### src/rtl/ac97_pcm_fifo_if.sv
// Producer-side sample handshake for the AC'97 PCM playback FIFO.
// Carries one stereo pair {left, right} per accepted valid/ready transfer.
interface ac97_pcm_fifo_if;
  logic [19:0] in_left;
  logic [19:0] in_right;
  logic        in_valid;
  logic        in_ready;

  modport master (
    output in_left,
    output in_right,
    output in_valid,
    input  in_ready
  );

  modport slave (
    input  in_left,
    input  in_right,
    input  in_valid,
    output in_ready
  );
endinterface

### src/rtl/ac97_pcm_fifo.sv
// Stereo sample FIFO feeding AC-link slots 3/4: one pair popped per frame strobe,
// with deterministic underrun behaviour and a saturating underrun counter.
module ac97_pcm_fifo #(
  parameter int DEPTH_LOG2    = 4,
  parameter bit UNDERRUN_ZERO = 1'b1
) (
  input  logic                  ac97_bitclk,
  input  logic                  ac97_rst,
  input  logic                  ac97_strobe,
  input  logic                  enable,
  ac97_pcm_fifo_if.slave        in_if,
  output logic [19:0]           ac97_out_slot3,
  output logic                  ac97_out_slot3_valid,
  output logic [19:0]           ac97_out_slot4,
  output logic                  ac97_out_slot4_valid,
  output logic [DEPTH_LOG2:0]   fifo_level,
  output logic [15:0]           underrun_count,
  input  logic                  underrun_clear
);
  localparam int unsigned DEPTH = 1 << DEPTH_LOG2;
  localparam logic [DEPTH_LOG2:0] FULL_LEVEL = (DEPTH_LOG2+1)'(DEPTH);

  logic [39:0]           mem_q [DEPTH];
  logic [DEPTH_LOG2-1:0] wr_ptr_q, wr_ptr_d;
  logic [DEPTH_LOG2-1:0] rd_ptr_q, rd_ptr_d;
  logic [DEPTH_LOG2:0]   level_q, level_d;
  logic [19:0]           left_q, left_d;
  logic [19:0]           right_q, right_d;
  logic                  valid_q, valid_d;
  logic [15:0]           count_q, count_d;
  logic                  push, pop, underrun, frame;

  // No full-bypass: a same-cycle pop never lets a push in while full.
  assign in_if.in_ready = (level_q != FULL_LEVEL) && !ac97_rst;

  assign push     = in_if.in_valid && in_if.in_ready;
  assign frame    = ac97_strobe && enable;
  assign pop      = frame && (level_q != '0);
  assign underrun = frame && (level_q == '0);

  always_comb begin
    wr_ptr_d = wr_ptr_q;
    rd_ptr_d = rd_ptr_q;
    level_d  = level_q;
    left_d   = left_q;
    right_d  = right_q;
    valid_d  = valid_q;
    count_d  = count_q;

    if (push) wr_ptr_d = wr_ptr_q + DEPTH_LOG2'(1);
    if (pop)  rd_ptr_d = rd_ptr_q + DEPTH_LOG2'(1);

    case ({push, pop})
      2'b10:   level_d = level_q + (DEPTH_LOG2+1)'(1);
      2'b01:   level_d = level_q - (DEPTH_LOG2+1)'(1);
      default: level_d = level_q;
    endcase

    if (ac97_strobe) begin
      if (!enable) begin
        left_d  = '0;
        right_d = '0;
        valid_d = 1'b0;
      end else if (pop) begin
        {left_d, right_d} = mem_q[rd_ptr_q];
        valid_d = 1'b1;
      end else begin
        // Underrun: the pair being pushed this cycle is stored, not bypassed.
        valid_d = 1'b1;
        if (UNDERRUN_ZERO) begin
          left_d  = '0;
          right_d = '0;
        end
      end
    end

    if (underrun_clear) begin
      count_d = '0;
    end else if (underrun && (count_q != 16'hFFFF)) begin
      count_d = count_q + 16'd1;
    end
  end

  always_ff @(posedge ac97_bitclk) begin
    if (push) mem_q[wr_ptr_q] <= {in_if.in_left, in_if.in_right};
  end

  always_ff @(posedge ac97_bitclk or posedge ac97_rst) begin
    if (ac97_rst) begin
      wr_ptr_q <= '0;
      rd_ptr_q <= '0;
      level_q  <= '0;
      left_q   <= '0;
      right_q  <= '0;
      valid_q  <= 1'b0;
      count_q  <= '0;
    end else begin
      wr_ptr_q <= wr_ptr_d;
      rd_ptr_q <= rd_ptr_d;
      level_q  <= level_d;
      left_q   <= left_d;
      right_q  <= right_d;
      valid_q  <= valid_d;
      count_q  <= count_d;
    end
  end

  assign ac97_out_slot3       = left_q;
  assign ac97_out_slot4       = right_q;
  assign ac97_out_slot3_valid = valid_q;
  assign ac97_out_slot4_valid = valid_q;
  assign fifo_level           = level_q;
  assign underrun_count       = count_q;
endmodule

### src/flat_wrapper.sv
// flat-port wrapper written by rule: the top's interface ports become plain ports
module ac97_pcm_fifo_flat 
#(
  parameter int DEPTH_LOG2    = 4,
  parameter bit UNDERRUN_ZERO = 1'b1
)
  (ac97_bitclk, ac97_rst, ac97_strobe, enable, ac97_out_slot3, ac97_out_slot3_valid, ac97_out_slot4, ac97_out_slot4_valid, fifo_level, underrun_count, underrun_clear, in_if_in_left, in_if_in_right, in_if_in_valid, in_if_in_ready);
  ac97_pcm_fifo_if in_if_i ();
  input  logic ac97_bitclk;
  input  logic ac97_rst;
  input  logic ac97_strobe;
  input  logic enable;
  output logic [19:0] ac97_out_slot3;
  output logic ac97_out_slot3_valid;
  output logic [19:0] ac97_out_slot4;
  output logic ac97_out_slot4_valid;
  output logic [DEPTH_LOG2:0] fifo_level;
  output logic [15:0] underrun_count;
  input  logic underrun_clear;
  input wire logic [$bits(in_if_i.in_left)-1:0] in_if_in_left;
  input wire logic [$bits(in_if_i.in_right)-1:0] in_if_in_right;
  input wire logic [$bits(in_if_i.in_valid)-1:0] in_if_in_valid;
  output wire logic [$bits(in_if_i.in_ready)-1:0] in_if_in_ready;
  assign in_if_i.in_left = in_if_in_left;
  assign in_if_i.in_right = in_if_in_right;
  assign in_if_i.in_valid = in_if_in_valid;
  assign in_if_in_ready = in_if_i.in_ready;
  ac97_pcm_fifo #(.DEPTH_LOG2(DEPTH_LOG2), .UNDERRUN_ZERO(UNDERRUN_ZERO)) u_core (.ac97_bitclk(ac97_bitclk), .ac97_rst(ac97_rst), .ac97_strobe(ac97_strobe), .enable(enable), .in_if(in_if_i), .ac97_out_slot3(ac97_out_slot3), .ac97_out_slot3_valid(ac97_out_slot3_valid), .ac97_out_slot4(ac97_out_slot4), .ac97_out_slot4_valid(ac97_out_slot4_valid), .fifo_level(fifo_level), .underrun_count(underrun_count), .underrun_clear(underrun_clear));
endmodule
### config.mk
export PLATFORM = sky130hd
export DESIGN_NAME = ac97_pcm_fifo_flat
export DESIGN_NICKNAME = d
export VERILOG_FILES = /design/src/rtl/ac97_pcm_fifo_if.sv /design/src/rtl/ac97_pcm_fifo.sv /design/src/flat_wrapper.sv
export SDC_FILE = /design/constraint.sdc
export NUM_CORES = 1
export LEC_CHECK = 0
export ABC_AREA = 1
export CAP_MARGIN = 20
export CORE_MARGIN = 2
export CORE_UTILIZATION = 35
export DETAILED_ROUTE_END_ITERATION = 6
export GPL_ROUTABILITY_DRIVEN = 0
export GPL_TIMING_DRIVEN = 0
export PLACE_DENSITY = 0.54
export SYNTH_ARGS = -nofsm -noshare
export SYNTH_HDL_FRONTEND = slang
export SYNTH_SLANG_ARGS = --single-unit
### constraint.sdc
create_clock -name ac97_bitclk -period 6.65 [get_ports ac97_bitclk]
set_clock_uncertainty 0.05 [all_clocks]
set_input_delay 1.995 -clock ac97_bitclk [delete_from_list [all_inputs] [get_ports ac97_bitclk]]
set_output_delay 1.995 -clock ac97_bitclk [all_outputs]
set_load 0.01 [all_outputs]
; ---- After elaboration in Yosys (flattened, before gate mapping)
; Memory sizes are Yosys's and may differ from the RTL's.
; Index checks and enable logic that the tools add are counted.
[totals]
register_bits = 70
latch_bits = 0
ramBits = 640
mem_bits_ro = 0
in_bits = 46
memories = 1
[memory_table]
columns = name, depth, width, read_ports, rd_ports_with_merged_regs, write_ports, line
row1 = u_core.mem_q, 16, 40, 1, 0, 1, ac97_pcm_fifo.sv:23  ; logic [39:0] mem_q [DEPTH];
[classes]
n_addsub = 5
mul = 0
n_div = 0
n_lt_le_gt_ge = 0
eq_ne = 4
shifts = 0
muxes = 10
n_bitwise = 0
n_reduce_logical = 11
[op_table]
columns = operator, n
row1 = $mux W20, 4
row2 = $mux W16, 2
row3 = $add A16 B1 Y16 const B, 1
row4 = $ne A16 B16 Y1 const B, 1
row5 = $pmux W5 S2, 1
row6 = $add A4 B1 Y4 const B, 2
row7 = $logic_and A1 B1 Y1, 6
row8 = $add A5 B1 Y5 const B, 1
row9 = $logic_not A5 Y1, 1
row10 = $ne A5 B5 Y1 const B, 1
row11 = $reduce_bool A5 Y1, 1
row12 = $sub A5 B1 Y5 const B, 1
row13 = $reduce_bool A2 Y1, 2
row14 = $mux W1, 3
row15 = $eq A2 B1 Y1 const B, 1
row16 = $eq A2 B2 Y1 const B, 1
row17 = $logic_not A1 Y1, 1

; ---- Depth between registers and ports, before layout
; Gate-level depths: netlist of run 1.
[depth]
depth_word = 5
depth_mapped = 15
mapped_depth_nobuf = 15

; ---- Least setup slack after synthesis of run 1
; OpenSTA, ideal clock, no wires.
[synth_timing]
path_type = input to register
from = in ac97_rst
to = mem u_core.mem_q[11][0], enable pin
t_arrival_ps = 5841
path_slack_ps = 321
cell_stages = 5
n_path_buf = 0
path_cell_list = inv_1 nand2_1 nor2_2 nand2_1 nor2_1
[synth_via]
elab_chain_cells = 5
[synth_rtl]
columns = element, line
row1 = "start, declared", flat_wrapper.sv:10  ; input logic ac97_rst;
row2 = $logic_not A1 Y1, ac97_pcm_fifo.sv:34  ; assign in_if.in_ready = (level_q != FULL_LEVEL) && !ac97_rst;
row3 = $logic_and A1 B1 Y1, ac97_pcm_fifo.sv:34
row4 = $logic_and A1 B1 Y1, ac97_pcm_fifo.sv:36  ; assign push = in_if.in_valid && in_if.in_ready;
row5 = $mux W1, ac97_pcm_fifo.sv:85  ; if (push) mem_q[wr_ptr_q] <= {in_if.in_left, in_if.in_right};
row6 = $mux W1 (not written as such), ac97_pcm_fifo.sv:85
row7 = "end, declared", ac97_pcm_fifo.sv:23
; Every way passes these cells.

; ---- Worst setup path after layout of run 1
[layout_timing]
from = in ac97_rst
to = out in_if_in_ready
[layout_via]
elab_chain_cells = 2
[layout_rtl]
columns = element, line
row1 = $logic_not A1 Y1, ac97_pcm_fifo.sv:34
row2 = $logic_and A1 B1 Y1, ac97_pcm_fifo.sv:34
row3 = "end, declared", flat_wrapper.sv:23  ; output wire logic [$bits(in_if_i.in_ready)-1:0] in_if_in_ready;
; Every way passes these cells.

==> flow_summary.ini, run 1 <==
[yosys]
synth_top_area_share = 0.622
syn-mean-instance-area_sq_um = 10.3
synth_top_area_cell = edfxtp_1
yosys_warnings = 0
netlist_instances = 3009
synthArstFlopShare = 0.0986
synth_area_leaders = edfxtp_1, nand2_1, nand3_1
ys.flop_type = edfxtp_1
synth_nets = 3065
synth_edf_count = 640
synth.cell_area_sq_um = 30900
synthTopCellsByCount = nand2_1, edfxtp_1, inv_1
yosys_register_bits = 710
synth_most_common_cell = nand2_1
seq_area_frac_synth = 0.679
ys_types = 32

[route]
drtIter0Drc = 1947
routed_wl_um = 92700
final_antenna_net_count = 0
wl_per_cell_um = 20.9
vias = 21163
viasPerCell = 4.77
first_pass_iters = 6
remaining_drc_errors = 0

[placement]
dp_hpwl_um = 59300
postPlaceCellArea_sq_um = 34100
io_buffers = 109

[clocking]
cts_buffer_depth = 3
cts_made_buffers = 78
holdBufCountCts = 0
postCtsSetupRepairBufs = 0
cts_tree = built
clk_latency_ns = 0.62
cts.htree.levels = 3
cts_sinks = 710
clk_pin_slew_ns = 0.06
cts-root-buf = clkbuf_16
post_cts_resized = 0

[power_and_ir_drop]
finalPower_w = 0.0150
irDropWorstVdd_uv = 257
p_leak_nw = 15.6
powerDensity_nw_per_um2 = 411

[layout]
nets = 3277
stdcell_area_sq_um = 36500
antenna_cells = 0
layout-drive-gt1-share = 0.0786
nFillCells = 8285
syn2layout_area_growth_pct = 18.3

[floorplan]
io_pins = 110
coreArea_sq_um = 87200
die_h_um = 301
core.rowCount = 108
initial_core_util = 0.354
die_area_sq_um = 90700
die_w_um = 301

[timing]
setup_viol = 0
fmax_mhz = 170
grt_setup_unrepaired = no
worstMarginPinSlew_ns = 1.15
period_share = 0.887
finalCriticalPeriod_ns = 5.90
slew_violations = 0
hold_viol = 0
max_slew_margin = 0.231

[global_routing]
overflow = 0
grt_pass1_vias = 20154
grt_pass1_wl_um = 134000
antenna_found_initial = 1
grt_max_degree = 56
grt_use_total = 0.205

[worst_hold_path]
hp-class = register to register

[run_status]
status = complete, no violations

[critical_path]
cp-end-kind = output port
critPathKind = primary input to output port
critPathLaunchType = primary input
cp_max_fo = 55
crit_required_ns = 4.61
crit_arrival_ns = 3.85

[run]
maxCapViolCount = 0
-- logic make-up (layout without fill, tap and decap cells) --
kind of cell	after synthesis	count (layout)	share of synthesized area
AOI/OAI and AO/OA	16	16	0.00312
DFF	710	710	0.679
adders and majority gates	10	10	0.00405
xor gates and xnor gates	14	14	0.00397
and+or+nand+nor	1601	1601	0.220
buffers and inverters	658	932	0.0903
-- power by group --
| part | switching (W) | internal (W) |
|---|---|---|
| clock network | 0.00177 | 0.00249 |
| registers | 0.000152 | 0.00522 |
| logic | 0.00376 | 0.00162 |
| total | 0.00568 | 0.00933 |
-- routing by layer --
layer / wire length, um / global-route usage / vias up
li1: - / - / 10129
met2: 42900 / 0.331 / 741
met3: 6800 / 0.0336 / 142
met1: 40000 / 0.279 / 10149
met5: 13 / 0 / -
met4: 2920 / 0.0724 / 2
-- per-stage QoR --
stage	cells	setup TNS, ns	hold WS (ns)	util	worst slack [ns]
detailed placement	4296	0	0.416	0.391	0.682
finish	4438	0	0.423	0.419	0.751
global route	4438	0	0.448	0.419	0.587
global placement	4273	-2442.88	0.415	0.384	-4.13
CTS	4438	0	0.432	0.419	0.676
floorplan	3009	0	0.433	-	0.321
-- sequential cells by signal, indices dropped and copies added (netlist names) --
signal	flops
u_core.underrun_count	16
u_core.ac97_out_slot3	20
u_core.rd_ptr_q	4
u_core.mem_q	640
u_core.wr_ptr_q	4
u_core.ac97_out_slot4	20
u_core.ac97_out_slot3_valid	1
u_core.fifo_level	5
-- layout make-up --
class	instances	area, sq um	share of cell area
multi-input cells	1641	7250	0.199
clock inverters	36	334	0.00914
clock buffers	106	2140	0.0586
well taps	1155	1450	0.0396
plain buffers	144	855	0.0234
flip-flops and latches	710	21000	0.574
repair buffers	132	1600	0.0438
inverters	514	1940	0.0530
-- final timing paths --
path,cells after the start,start,end,slack [ns]
setup / recovery,6,ac97_rst,in_if_in_ready,0.75
hold / removal,2,u_core.ac97_out_slot4[9],u_core.ac97_out_slot4[9],0.42
setup reg to reg,15,u_core.fifo_level[2],u_core.fifo_level[4],3.79
hold reg to reg,2,u_core.ac97_out_slot4[9],u_core.ac97_out_slot4[9],0.42
max in group asynchronous,3,ac97_rst,u_core.ac97_out_slot3[11],4.27
min in group asynchronous,2,ac97_rst,u_core.ac97_out_slot4[4],1.63
-- worst max-delay path, cell delays in order --
cell and delay (ns):
clkdlybuf4s50_1 0.44, inv_4 0.25, buf_16 0.35, nand2_1 0.14, inv_1 0.09, clkdlybuf4s50_1 0.56
-- cells in the final DEF (no fill, tap or decap), types with 6 or more instances in the layout --
cell type        netlist  layout
nand2_1             1036    1036
edfxtp_1             640     640
inv_1                509     508
nand3_1              502     502
clkdlybuf4s50_1        0     109
clkbuf_16              0      81
dfrtp_1               70      70
buf_2                 56      56
clkbuf_1              28      51
buf_6                 23      23
buf_1                 20      20
nor2_4                 2      18
clkinv_1               0      18
buf_4                 16      16
nand4_1               16      16
buf_12                 0      15
nor2_1                30      14
xor2_1                12      12
ha_1                  10      10
clkinv_2               0       8
o21ai_0                7       7
buf_16                 0       7
o21ai_1                6       6
bufinv_16              0       6
Power figures use the tool's default switching activity.
==> run 2: changes to the inputs <==
Settings changed: GPL_TIMING_DRIVEN 0 to unset.
==> run 2 against run 1 <==
  * Non-clock buffer count shrank 130
  * Die area is the same
  * Global-route usage shrank 3.0 points
  * Fmax grew 13%
  * Sequential share of layout area grew 0.97 points
  * Sequential cell count is the same
  * Cell count shrank 2.8%
  * Via count shrank 5.2%
  * Core utilization shrank 0.67 points
  * Setup slack gained 0.66 ns
  * Cell area shrank 1.6%
  * Largest cell class unchanged
  * Largest power group is now registers
==> flow_summary.ini, run 2 (same netlist as run 1, synthesis figures left out) <==
[route]
routed_wl_um = 78800
viasPerCell = 4.65
remaining_drc_errors = 0
drtIter0Drc = 1438
wl_per_cell_um = 18.3
first_pass_iters = 6
vias = 20068
final_antenna_net_count = 0

[global_routing]
grt_pass1_vias = 19061
antenna_found_initial = 1
grt_use_total = 0.175
grt_max_degree = 195
grt_pass1_wl_um = 120000
overflow = 0

[critical_path]
crit_arrival_ns = 3.19
critPathKind = primary input to output port
cp-end-kind = output port
cp_max_fo = 2
rr_startpoint = u_core.rd_ptr_q[0]
reg2reg_depth = 10
crit_required_ns = 4.61
regToRegSetupSlack_ns = 3.19
cp-endpoint = in_if_in_ready
rr_endpoint = u_core.ac97_out_slot4[15]
crit_start = ac97_rst
critPathLaunchType = primary input

[layout]
largest_reg_flops = 640
antenna_cells = 0
layout_commonest_cell = nand2_1
nFillCells = 8244
finalCoreUtilization = 0.412
layout-drive-gt1-share = 0.0646
nets = 3149
layout_common_cells = nand2_1, edfxtp_1, inv_1, nand3_1, clkdlybuf4s50_1
largest_register = u_core.mem_q
syn2layout_area_growth_pct = 16.4

[timing]
fmax_mhz = 191
setup_tns_ns = 0
grt_setup_unrepaired = no
worstMarginPinSlew_ns = 1.06
hold_viol = 0
setup_slack_ns = 1.41
slew_violations = 0
period_share = 0.788
finalCriticalPeriod_ns = 5.24
max_slew_margin = 0.293
setup_viol = 0

[run]
maxCapViolCount = 0

[run_status]
status = complete, no violations

[power_and_ir_drop]
p_leak_nw = 15.3
irDropWorstVdd_uv = 322
powerDensity_nw_per_um2 = 404

[clocking]
cts.htree.levels = 3
cts_buffer_depth = 3
holdBufCountCts = 0
cts-root-buf = clkbuf_16
clk_pin_slew_ns = 0.05
cts_tree = built
clk_latency_ns = 0.64
cts_made_buffers = 80
cts_sinks = 710
post_cts_resized = 0
postCtsSetupRepairBufs = 0

[placement]
post-place-ws_ns = 1.40
io_buffers = 109
dp_hpwl_um = 43700

[floorplan]
die_h_um = 301
coreArea_sq_um = 87200
initial_core_util = 0.354
io_pins = 110
core.rowCount = 108
die_area_sq_um = 90700
die_w_um = 301

[worst_hold_path]
hp-class = register to register
[run 2: changes by cell type in the layout (fill, tap and decap cells not counted), sizes merged]
cell and change:
clkinv +8, clkbuf -34, buf -102, inv -3
bufinv +6
[run 2: area by class of cell]
cell class	instances	area (sq um)	area share
clock buffer	100	2160	0.0600
clock inverter	47	662	0.0184
inverter	514	1950	0.0543
multi-input combinational	1641	7250	0.202
sequential	710	21000	0.584
tap	1155	1450	0.0402
timing repair buffer	146	1490	0.0416
[run 2: metrics by stage]
step	total power, W	area, sq um	hold WS [ns]	cells
floorplan	0.00846	30900	0.433	3009
global placement	0.00999	33100	0.415	4165
detailed placement	0.0100	33100	0.416	4166
CTS	0.0147	35900	0.432	4313
global route	0.0153	35900	0.456	4313
finish	0.0145	35900	0.424	4313
[run 2: worst min path at each step]
stage | start | to | slack (ns) | depth (start not counted)
2_1_floorplan | u_core.wr_ptr_q[3] | u_core.wr_ptr_q[3] | 0.43 | 1
3_3_place_gp | u_core.ac97_out_slot3[4] | u_core.ac97_out_slot3[4] | 0.42 | 2
3_5_place_dp | u_core.ac97_out_slot4[7] | u_core.ac97_out_slot4[7] | 0.42 | 2
4_1_cts | u_core.ac97_out_slot4[7] | u_core.ac97_out_slot4[7] | 0.43 | 2
5_1_grt | u_core.ac97_out_slot3[17] | u_core.ac97_out_slot3[17] | 0.46 | 2
6_report | u_core.ac97_out_slot4[7] | u_core.ac97_out_slot4[7] | 0.42 | 2
[run 2: critical path: stages]
cell and delay, ns:
clkdlybuf4s50_1 0.45, inv_4 0.08, nand2_1 0.07, inv_1 0.07, clkdlybuf4s50_1 0.53
[run 2: power breakdown]
group          leakage [nW]  switching, W  internal, W
registers              6.68      0.000277      0.00523
logic                  7.21       0.00302      0.00133
clock network          1.38       0.00186      0.00280
total                  15.3       0.00515      0.00936
[run 2: routing by layer]
| layer | GRT usage | part of all wire | wire length [um] | vias to the layer above |
|---|---|---|---|---|
| li1 | - | - | - | 9850 |
| met1 | 0.251 | 0.47 | 36800 | 9619 |
| met2 | 0.274 | 0.46 | 36300 | 516 |
| met3 | 0.0287 | 0.055 | 4370 | 83 |
| met4 | 0.0463 | 0.017 | 1380 | 0 |
| met5 | 0 | 0 | 0 | - |
